===== src/rtl/sb_stream_arbiter.sv =====
// Packet-aware N:1 round-robin arbiter for switchboard streams.
// A winner keeps the grant until its last beat is accepted. A one-entry
// registered output stage feeds the shared sink at one beat per cycle.
module sb_stream_arbiter #(
    parameter int N  = 4,
    parameter int DW = 256,
    parameter int IW = 2
) (
    input  logic              clk,
    input  logic              nreset,
    input  logic [N-1:0]      en,
    input  logic [N*DW-1:0]   in_data,
    input  logic [N*32-1:0]   in_dest,
    input  logic [N-1:0]      in_last,
    input  logic [N-1:0]      in_valid,
    output logic [N-1:0]      in_ready,
    output logic [DW-1:0]     out_data,
    output logic [31:0]       out_dest,
    output logic              out_last,
    output logic              out_valid,
    input  logic              out_ready,
    output logic              busy,
    output logic [IW-1:0]     owner
);

    typedef enum logic {
        ST_IDLE   = 1'b0,
        ST_LOCKED = 1'b1
    } state_t;

    state_t          state_q, state_d;
    logic [IW-1:0]   ptr_q, ptr_d;
    logic [IW-1:0]   owner_q, owner_d;
    logic [DW-1:0]   data_q, data_d;
    logic [31:0]     dest_q, dest_d;
    logic            last_q, last_d;
    logic            valid_q, valid_d;

    logic [DW-1:0]   lane_data [N];
    logic [31:0]     lane_dest [N];

    logic            rr_found;
    logic [IW-1:0]   rr_win;
    logic [IW-1:0]   sel;
    logic            sel_ok;
    logic            slot_free;
    logic            grant;
    logic            accept;

    // Split the flat requester buses into per-lane views.
    for (genvar gi = 0; gi < N; gi++) begin : g_lane
        assign lane_data[gi] = in_data[gi*DW +: DW];
        assign lane_dest[gi] = in_dest[gi*32 +: 32];
    end

    // Pointer advance with explicit wrap so non-power-of-two N works.
    function automatic logic [IW-1:0] next_ptr(input logic [IW-1:0] p);
        if (int'(p) == N - 1) begin
            next_ptr = '0;
        end else begin
            next_ptr = p + IW'(1);
        end
    endfunction

    // Round-robin search: first enabled, valid requester at or after ptr.
    // Iterating from the farthest offset down lets the nearest one win last.
    always_comb begin
        rr_found = 1'b0;
        rr_win   = '0;
        for (int i = N - 1; i >= 0; i--) begin
            int k;
            k = int'(ptr_q) + i;
            if (k >= N) begin
                k = k - N;
            end
            if (in_valid[k] && en[k]) begin
                rr_found = 1'b1;
                rr_win   = IW'(k);
            end
        end
    end

    // Grant selection, handshake and next-state logic.
    always_comb begin
        state_d  = state_q;
        ptr_d    = ptr_q;
        owner_d  = owner_q;
        data_d   = data_q;
        dest_d   = dest_q;
        last_d   = last_q;
        valid_d  = valid_q;
        in_ready = '0;

        // A locked packet keeps its owner even if its enable drops.
        sel       = (state_q == ST_LOCKED) ? owner_q : rr_win;
        sel_ok    = (state_q == ST_LOCKED) ? 1'b1 : rr_found;
        slot_free = !valid_q || out_ready;
        grant     = sel_ok && slot_free && nreset;
        accept    = grant && in_valid[sel];

        if (grant) begin
            in_ready[sel] = 1'b1;
        end

        if (accept) begin
            data_d  = lane_data[sel];
            dest_d  = lane_dest[sel];
            last_d  = in_last[sel];
            valid_d = 1'b1;
            if (state_q == ST_IDLE) begin
                owner_d = sel;
            end
            if (in_last[sel]) begin
                state_d = ST_IDLE;
                ptr_d   = next_ptr(sel);
            end else begin
                state_d = ST_LOCKED;
            end
        end else if (out_ready) begin
            valid_d = 1'b0;
        end
    end

    // State and output-stage registers; reset drops any lock and buffered beat.
    always_ff @(posedge clk) begin
        if (!nreset) begin
            state_q <= ST_IDLE;
            ptr_q   <= '0;
            owner_q <= '0;
            data_q  <= '0;
            dest_q  <= '0;
            last_q  <= 1'b0;
            valid_q <= 1'b0;
        end else begin
            state_q <= state_d;
            ptr_q   <= ptr_d;
            owner_q <= owner_d;
            data_q  <= data_d;
            dest_q  <= dest_d;
            last_q  <= last_d;
            valid_q <= valid_d;
        end
    end

    assign out_data  = data_q;
    assign out_dest  = dest_q;
    assign out_last  = last_q;
    assign out_valid = valid_q;
    assign busy      = (state_q == ST_LOCKED);
    assign owner     = owner_q;

endmodule


===== config.mk =====
export PLATFORM = sky130hd
export DESIGN_NAME = sb_stream_arbiter
export DESIGN_NICKNAME = d
export VERILOG_FILES = /design/src/rtl/sb_stream_arbiter.sv
export SDC_FILE = /design/constraint.sdc
export NUM_CORES = 1
export LEC_CHECK = 0
export CORE_AREA = 2 2 572 574
export DETAILED_ROUTE_END_ITERATION = 8
export DIE_AREA = 0 0 574 576
export PLACE_DENSITY_LB_ADDON = 0.12
export SLEW_MARGIN = 30
export SYNTH_ARGS = -nofsm -noshare
export SYNTH_HDL_FRONTEND = slang
export SYNTH_SLANG_ARGS = --single-unit

===== constraint.sdc =====
create_clock -name clk -period 4.6 [get_ports clk]
set_clock_uncertainty 0.15 [all_clocks]
set_input_delay 0.92 -clock clk [delete_from_list [all_inputs] [get_ports clk]]
set_output_delay 0.92 -clock clk [all_outputs]
set_load 0.02 [all_outputs]

==> flow_summary.ini, run 1 <==
[floorplan]
initial_core_util_pct = 5.876
die_y_um = 576
die_w_um = 574
rows = 210
placeableCoreArea_um2 = 325300
io-pin-count = 1464
die_area_um2 = 330600

[drt]
viasPerCell = 3.144
drc = 0
wl_per_cell_um = 25.51
antenna_left = 0
detail_route.iter0.violations = 1530
drt-total-wl_um = 223700
firstDrtPassIters = 6
vias = 27560

[timing]
clock.fmax_ghz = 0.2275
setup_viol = 0
slew_headroom_pct = 41.56
hold_viol = 0
fin_crit_ns = 4.395
slew_viol_final = 0
worst_slew_pin_slew_ns = 0.8766
period_share_pct = 95.55
setup_ws_ns = 0.2048
rsz0062_at_grt = no

[worst_setup_path]
worstPathArrival_ns = 3.33
worstSetupPathType = input pin to output port
r2r-start = ptr_q[1]
cp.required_ns = 3.53
startpoint = in_valid[0]
rr_worst_depth = 10
cp_max_fo = 5
cp-end-kind = output port
startpoint_type = input pin

[cts]
cts_resized = 0
clk_pin_slew_ns = 0.06
clockBufferDepth = 3
clock-root-buffer = clkbuf_16
tritoncts = yes
clkSinkCount = 295
h-tree-depth = 2
cts_made_buffers = 47
cts_hold_buf = 0
cts_setup_buffers = 0
clk_latency_ns = 0.64

[logic_synthesis]
synth-seq-area-share_pct = 30.90
syn-num-nets = 4121
netlist_instances = 2952
synth-edff-count = 0
synth_seq_cells = 295
synthesis.area_um2 = 19110
yosysWarnings = 0
ys.flop_type = dfxtp_1
avgSynthCellArea_um2 = 6.475
async_flop_share_pct = 0
synth.distinct_cells = 34

[place]
gp_congestion = 0.8707
pre_cts_ws_ns = -0.07734
hpwl_um = 192700
place_inst = 8661
placed_area_um2 = 39790
io_buffer_count = 1463

[global_routing]
antenna_found_initial = 86
grt_pass1_wl_um = 288600
grt_max_degree = 143
grt.busiest_layer = met2
gr-usage-all-layers_pct = 12.94
grt_overflow = 0
grt_pass1_vias = 28590
use_met1_pct = 15.41
gr-usage-met3_pct = 4.951
grt_use_met2_pct = 22.40

[job]
drv_cap = 0

[cells_and_area]
nets = 5534
fillCellCount = 37800
drive_gt1_share_pct = 6.362
area.growth.synth_to_final_pct = 117.6
fin_area_um2 = 41590
fin_util_pct = 12.78
layout.cells.non_filler = 8767

[min_path]
hold_depth = 2
hold_path_class = register to register
min_from = out_data[158]

[outcome]
outcome = finished clean

[power_and_ir_drop]
leakagePower_nw = 13.90
power.density_nw_per_um2 = 366.7
ir_drop_mv = 0.1977
[cells by family after synthesis]
kind of cell	Yosys count	share of synthesized area, %
compound gates	883	32.86
fa+ha+maj	2	0.1309
buf+inv	295	6.749
mux	5	0.2619
flops	295	30.90
simple gates	1472	29.10
[state kept, by name (all words and copies together) (netlist names)]
name	flops
out_valid	1
owner	2
out_dest	32
out_last	1
ptr_q	2
out_data	256
busy	1
[synthesized netlist by cell type (3+ instances only)]
library cell | n | area share, %
a21boi_0 | 67 | 2.6
a21boi_1 | 223 | 8.8
a21oi_1 | 290 | 7.6
a32oi_1 | 288 | 13
and2_1 | 5 | 0.16
buf_1 | 17 | 0.33
buf_2 | 95 | 2.5
buf_4 | 15 | 0.59
clkbuf_1 | 163 | 3.2
dfxtp_1 | 295 | 31
inv_1 | 3 | 0.059
mux2i_1 | 5 | 0.26
nand2_1 | 1455 | 29
nor2_1 | 4 | 0.079
o21ai_0 | 3 | 0.079
[path summary, 6_finish.rpt]
path | slack, ns | end
worst max register to register | 1.18 | out_data[244]
worst min-delay path | 0.30 | out_data[158]
worst min register to register | 0.30 | out_data[158]
worst max-delay path | 0.20 | in_ready[1]
[metal layers]
| metal | vias to the layer above | wire (um) |
|---|---|---|
| li1 | 13000 | - |
| met1 | 13130 | 91910 |
| met2 | 1227 | 107600 |
| met3 | 154 | 21400 |
| met4 | 56 | 2426 |
| met5 | - | 375 |
[critical path, cell delays in order]
cell and delay, ns:
clkdlybuf4s50_1 0.61, nand3b_1 0.16, a21oi_1 0.25, o31a_2 0.34, nand2_1 0.14, nor2_1 0.23, clkdlybuf4s50_1 0.67
[layout make-up]
type                    instances  area [um2]  share of cell area [%]
clock buffers                  68        1386                   3.334
inverters                       4       22.52                 0.05415
multi-input cells            2362       11940                   28.72
repair buffers               1655       16510                   39.70
clock inverters                17       332.8                  0.8003
flip-flops and latches        295        5906                   14.20
diodes                         20       50.05                  0.1203
well taps                    4346        5438                   13.08
[layout by cell type (no fill, tap or decap), drive strengths merged, types with 2 or more instances in the layout]
master,synthesis,layout
o21ai,3,3
bufinv,0,9
o311a,2,2
inv,4,6
a21oi,290,290
o2111ai,2,2
buf,128,198
a21boi,290,290
a32oi,288,288
nand2,1455,1455
mux2i,5,5
diode,0,20
nor2,4,4
clkbuf,163,68
ha,2,2
dfxtp,295,295
clkinv,0,6
clkdlybuf4s50,0,1457
and2,5,5
and3,2,2
nand3b,2,2
[stage by stage]
stage | total power [mW] | setup TNS [ns] | hold slack (ns)
floorplan | 6.508 | 0 | 0.2911
global placement | 11.42 | -0.1053 | 0.2937
detailed placement | 11.38 | -0.09589 | 0.2945
CTS | 15.78 | 0 | 0.3027
global route | 16.27 | 0 | 0.3165
finish | 15.25 | 0 | 0.3009
[where the power goes]
| part | total [mW] | internal, mW | switching (mW) |
|---|---|---|---|
| registers | 3.17 | 2.92 | 0.250 |
| logic | 7.89 | 3.13 | 4.76 |
| clock network | 4.18 | 2.59 | 1.60 |
No activity file was read; power rests on OpenSTA's default activity.
==> run 2, diff against run 1 <==
--- a/config.mk
+++ b/config.mk
@@ -5,9 +5,10 @@
 export SDC_FILE = /design/constraint.sdc
 export NUM_CORES = 1
 export LEC_CHECK = 0
-export CORE_AREA = 2 2 572 574
+export CORE_AREA = 2 2 564 566
+export CTS_BUF_LIST = sky130_fd_sc_hd__clkbuf_8
 export DETAILED_ROUTE_END_ITERATION = 8
-export DIE_AREA = 0 0 574 576
+export DIE_AREA = 0 0 566 568
 export PLACE_DENSITY_LB_ADDON = 0.12
 export SLEW_MARGIN = 30
 export SYNTH_ARGS = -nofsm -noshare
==> run 2 against run 1 <==
Effect of this change:
- sequential share of layout area up 0.19 points
- utilization up 0.20 points
- routed wire length down 4.5%
- hold slack worse by 0.00053 ns
- highest routed layer unchanged
- largest power group unchanged
- setup slack worse by 0.037 ns
- critical endpoint unchanged
- combinational power about the same
==> flow_summary.ini, run 2 (synthesis gave the netlist of run 1 again) <==
[cells_and_area]
largest_reg_flops = 256
mostFrequentLayoutCells = clkdlybuf4s50_1, nand2_1, dfxtp_1, a21oi_1, a32oi_1
area.growth.synth_to_final_pct = 114.8
regArea_um2 = 5906
fin_area_um2 = 41050
fillCellCount = 36670
fin_util_pct = 12.98
final_common_cell = clkdlybuf4s50_1
drive_gt1_share_pct = 7.218
nets = 5582
multi_input_area_um2 = 11940

[worst_setup_path]
startpoint_type = input pin
worstPathArrival_ns = 3.36
critPathMaxStageDelay_ns = 0.58
worstReg2RegEnd = out_data[46]
cp.required_ns = 3.53
r2r-start = ptr_q[1]
crit_path_top_delay_cell = clkdlybuf4s50_1
cp-end-kind = output port
worstSetupPathType = input pin to output port
cp_max_fo = 4
r2r_slack_ns = 1.31
rr_worst_depth = 12
path_cells = clkdlybuf4s50_1, nand2_1, o311a_1, o31a_2, nand2_1, nor2_1, buf_4, clkdlybuf4s50_1

[timing]
tns_ns = 0
rsz0062_at_grt = no
setup_viol = 0
slew_viol_final = 0
period_share_pct = 96.36
fin_crit_ns = 4.432
slew_headroom_pct = 38.99
hold_slack_ns = 0.3004
worst_slew_pin_slew_ns = 0.9123
hold_viol = 0
clock.fmax_ghz = 0.2256

[outcome]
outcome = finished clean

[place]
placed_area_um2 = 39670
hpwl_um = 182200
io_buffer_count = 1463
gp_congestion = 0.8545

[job]
drv_cap = 0

[floorplan]
die_area_um2 = 321500
io-pin-count = 1464
placeableCoreArea_um2 = 316200
die_w_um = 566
initial_core_util_pct = 6.044
rows = 207
die_y_um = 568

[power_and_ir_drop]
ir_drop_mv = 0.2144
power.density_nw_per_um2 = 347.2
leakagePower_nw = 13.91
power_mw = 14.25

[global_routing]
grt_max_degree = 109
gr-usage-all-layers_pct = 12.77
grt_overflow = 0
grt_use_met2_pct = 21.83
gr-usage-met3_pct = 4.779
grt.busiest_layer = met2
use_met1_pct = 15.18
antenna_found_initial = 71
grt_pass1_vias = 29270
grt_pass1_wl_um = 279800

[drt]
antenna_left = 0
detail_route.iter0.violations = 1300
firstDrtPassIters = 5
viasPerCell = 3.205
drc = 0
drt-total-wl_um = 213600
wl_per_cell_um = 24.67
vias = 27740

[min_path]
hold_depth = 2
hold_path_class = register to register
min_from = out_data[50]
min_to = out_data[50]

[cts]
clock-root-buffer = clkbuf_8
clkSinkCount = 295
cts_setup_buffers = 0
clockBufferDepth = 3
tritoncts = yes
clk_latency_ns = 0.73
h-tree-depth = 3
cts_made_buffers = 72
clk_pin_slew_ns = 0.05
cts_hold_buf = 0
run 2: repair_timing:
| item | CTS | global route |
|---|---|---|
| hold endpoints to repair | 0 | 0 |
| gates resized for setup | 1 | 0 |
| endpoints found under the setup margin | 1 | 0 |
run 2: layer usage:
metal / up-vias / routed length, um / share of wire (%)
met4: 36 / 3752 / 1.8
li1: 13090 / - / -
met1: 13260 / 89490 / 42
met2: 1194 / 101800 / 48
met3: 166 / 18300 / 8.6
met5: - / 251 / 0.12
run 2: worst max-delay path by stage:
stage                 from           end  cells after the start
3_5_place_dp         en[1]  out_data[46]                     13
5_1_grt              en[2]   in_ready[1]                      8
2_1_floorplan  in_valid[1]   in_ready[2]                      9
3_3_place_gp         en[1]  out_data[46]                     13
4_1_cts              en[2]   in_ready[1]                      8
6_report             en[2]   in_ready[1]                      8
run 2: cell type report:
class,instances,area share [%]
Clock buffer,77,2.582
Inverter,4,0.05487
Multi-Input combinational cell,2362,29.10
Tap cell,4180,12.74
Antenna cell,16,0.09754
Clock inverter,45,0.6188
Timing Repair Buffer,1678,40.42
Sequential cell,295,14.39
run 2: critical path, delay by kind of cell:
kind                   cells  cell delay [ns]
AOI/OAI and AO/OA          2             0.76
buffers and inverters      3             1.26
and+or+nand+nor            3             0.40
run 2: where the power goes:
part | leakage, nW | internal, mW | switching (mW) | total (mW)
combinational | 10.7 | 3.17 | 4.70 | 7.87
sequential | 2.41 | 2.93 | 0.254 | 3.18
clock | 0.776 | 1.64 | 1.56 | 3.20
total | 13.9 | 7.73 | 6.52 | 14.3
run 2: through the flow:
step / cells / worst slack, ns
after floorplan: 2952 / 0.8667
after global placement: 8518 / -0.1696
after detailed placement: 8518 / -0.1498
after CTS: 8640 / 0.08966
after global routing: 8644 / 0.04385
final: 8657 / 0.1676
==> run 3, diff against run 2 <==
--- a/config.mk
+++ b/config.mk
@@ -9,7 +9,9 @@
 export CTS_BUF_LIST = sky130_fd_sc_hd__clkbuf_8
 export DETAILED_ROUTE_END_ITERATION = 8
 export DIE_AREA = 0 0 566 568
+export GPL_ROUTABILITY_DRIVEN = 0
 export PLACE_DENSITY_LB_ADDON = 0.12
+export SKIP_CTS_REPAIR_TIMING = 1
 export SLEW_MARGIN = 30
 export SYNTH_ARGS = -nofsm -noshare
 export SYNTH_HDL_FRONTEND = slang
==> constraint.sdc (replaced) <==
create_clock -name clk -period 5.7 [get_ports clk]
set_clock_uncertainty 0.15 [all_clocks]
set_input_delay 1.14 -clock clk [delete_from_list [all_inputs] [get_ports clk]]
set_output_delay 1.14 -clock clk [all_outputs]
set_load 0.02 [all_outputs]
==> run 3 against run 2 <==
Effect of this change:
- via count is 2.0% lower
- utilization shrank 0.30 points
- global-route usage shrank 0.17 points
- sequential power shrank 19%
- die area stayed put
- sequential share of layout area increased by 0.34 points
- largest power group unchanged
==> flow_summary.ini, run 3 (synthesis gave the netlist of run 1 again) <==
[cells_and_area]
largest_reg_flops = 256
final_common_cell = clkdlybuf4s50_1
mostFrequentLayoutCells = clkdlybuf4s50_1, nand2_1, dfxtp_1, a21oi_1, a32oi_1
layout.cells.non_filler = 8544
nets = 5460
drive_gt1_share_pct = 4.652
area.growth.synth_to_final_pct = 109.9

[global_routing]
grt_pass1_vias = 28360
gr-usage-all-layers_pct = 12.60
antenna_found_initial = 77
use_met1_pct = 14.68
grt_use_met2_pct = 21.50
grt_max_degree = 138
gr-usage-met3_pct = 5.475
grt.busiest_layer = met2
grt_overflow = 0
grt_pass1_wl_um = 275500

[worst_setup_path]
startpoint_type = input pin
worstPathArrival_ns = 3.79
cp-end-kind = output port
cp_max_fo = 5
worstSetupPathType = input pin to output port
cp.required_ns = 4.41

[floorplan]
io-pin-count = 1464
initial_core_util_pct = 6.044
placeableCoreArea_um2 = 316200
die_w_um = 566
die_area_um2 = 321500
rows = 207
die_y_um = 568

[power_and_ir_drop]
leakagePower_nw = 13.33
ir_drop_mv = 0.1983
p_comb_share_pct = 53.2
internal_power_mw = 6.031
power_mw = 11.23
power.density_nw_per_um2 = 279.9
p_sw_mw = 5.198
clockPowerShare_pct = 24.0
swShare_pct = 46.29
seqPwrFrac_pct = 22.8

[timing]
setup_viol = 0
slew_viol_final = 0
period_share_pct = 89.19
hold_slack_ns = 0.3016
clock.fmax_ghz = 0.1967
worst_slew_pin_slew_ns = 0.8962
tns_ns = 0
setup_ws_ns = 0.6161
slew_headroom_pct = 40.07
rsz0062_at_grt = no
hold_viol = 0
fin_crit_ns = 5.084

[drt]
drc = 0
wl_per_cell_um = 24.70
drt-total-wl_um = 211000
detail_route.iter0.violations = 1532
antenna_left = 0
firstDrtPassIters = 5
vias = 27200
viasPerCell = 3.183

[place]
place_inst = 8396
hpwl_um = 178800
pre_cts_ws_ns = 0.5792
io_buffer_count = 1463

[min_path]
hold_path_class = register to register

[cts]
clk_pin_slew_ns = 0.05
clock-root-buffer = clkbuf_8
clk_latency_ns = 0.72
cts_made_buffers = 73
clkSinkCount = 295
tritoncts = yes
clockBufferDepth = 3
h-tree-depth = 3

[job]
drv_cap = 0

[outcome]
outcome = finished clean
==> run 3: cell count changes in the layout (fill, tap and decap cells not counted) <==
cell	previous run	this run
clkinv_2	13	9
clkbuf_8	77	84
inv_1	29	30
buf_4	190	75
clkinvlp_4	3	4
dlygate4sd2_1	1	0
inv_6	1	0
buf_16	1	0
clkdlybuf4s50_1	1457	1458
diode_2	16	22
buf_12	26	19
==> run 3: worst paths after layout <==
path | startpoint | end | slack [ns] | cells past startpoint
max reg2reg | busy | out_data[81] | 2.21 | 9
max | en[1] | in_ready[1] | 0.62 | 7
min | out_data[157] | out_data[157] | 0.30 | 2
min reg2reg | out_data[157] | out_data[157] | 0.30 | 2
==> run 3: per-stage QoR <==
stage | cell area, um2 | utilization [%]
after floorplan | 19110 | -
after global placement | 38670 | 12.23
after detailed placement | 38660 | 12.23
after CTS | 40060 | 12.67
after global routing | 40070 | 12.67
final | 40110 | 12.68
==> run 3: worst max-delay path: stages <==
cell,delay [ns]
clkdlybuf4s50_1,0.64
and2_1,0.23
o311a_1,0.23
o31a_2,0.33
nand2_1,0.16
nor2_1,0.35
clkdlybuf4s50_1,0.69
==> run 3: power by group through the flow <==
stage	Clock [mW]	Combinational (mW)	Sequential, mW
floorplan	0	2.36	2.89
global placement	0	6.19	2.60
detailed placement	0	6.16	2.61
CTS	2.92	6.19	2.57
global route	2.96	6.50	2.60
finish	2.69	5.98	2.56
==> run 3: area by class of cell <==
type                       instances  area [um2]
clock inverter                    42       236.5
clock buffer                      84        1156
sequential                       295        5906
inverter                           4       22.52
multi-input combinational       2362       11940
tap                             4180        5230
antenna                           22       55.05
fill                           36670      276100
timing repair buffer            1555       15560
==> run 3: routing by layer <==
layer	vias up	part of all wire (%)
li1	12840	-
met1	12950	41
met2	1170	48
met3	177	9.9
met4	52	1.4
met5	-	0.16
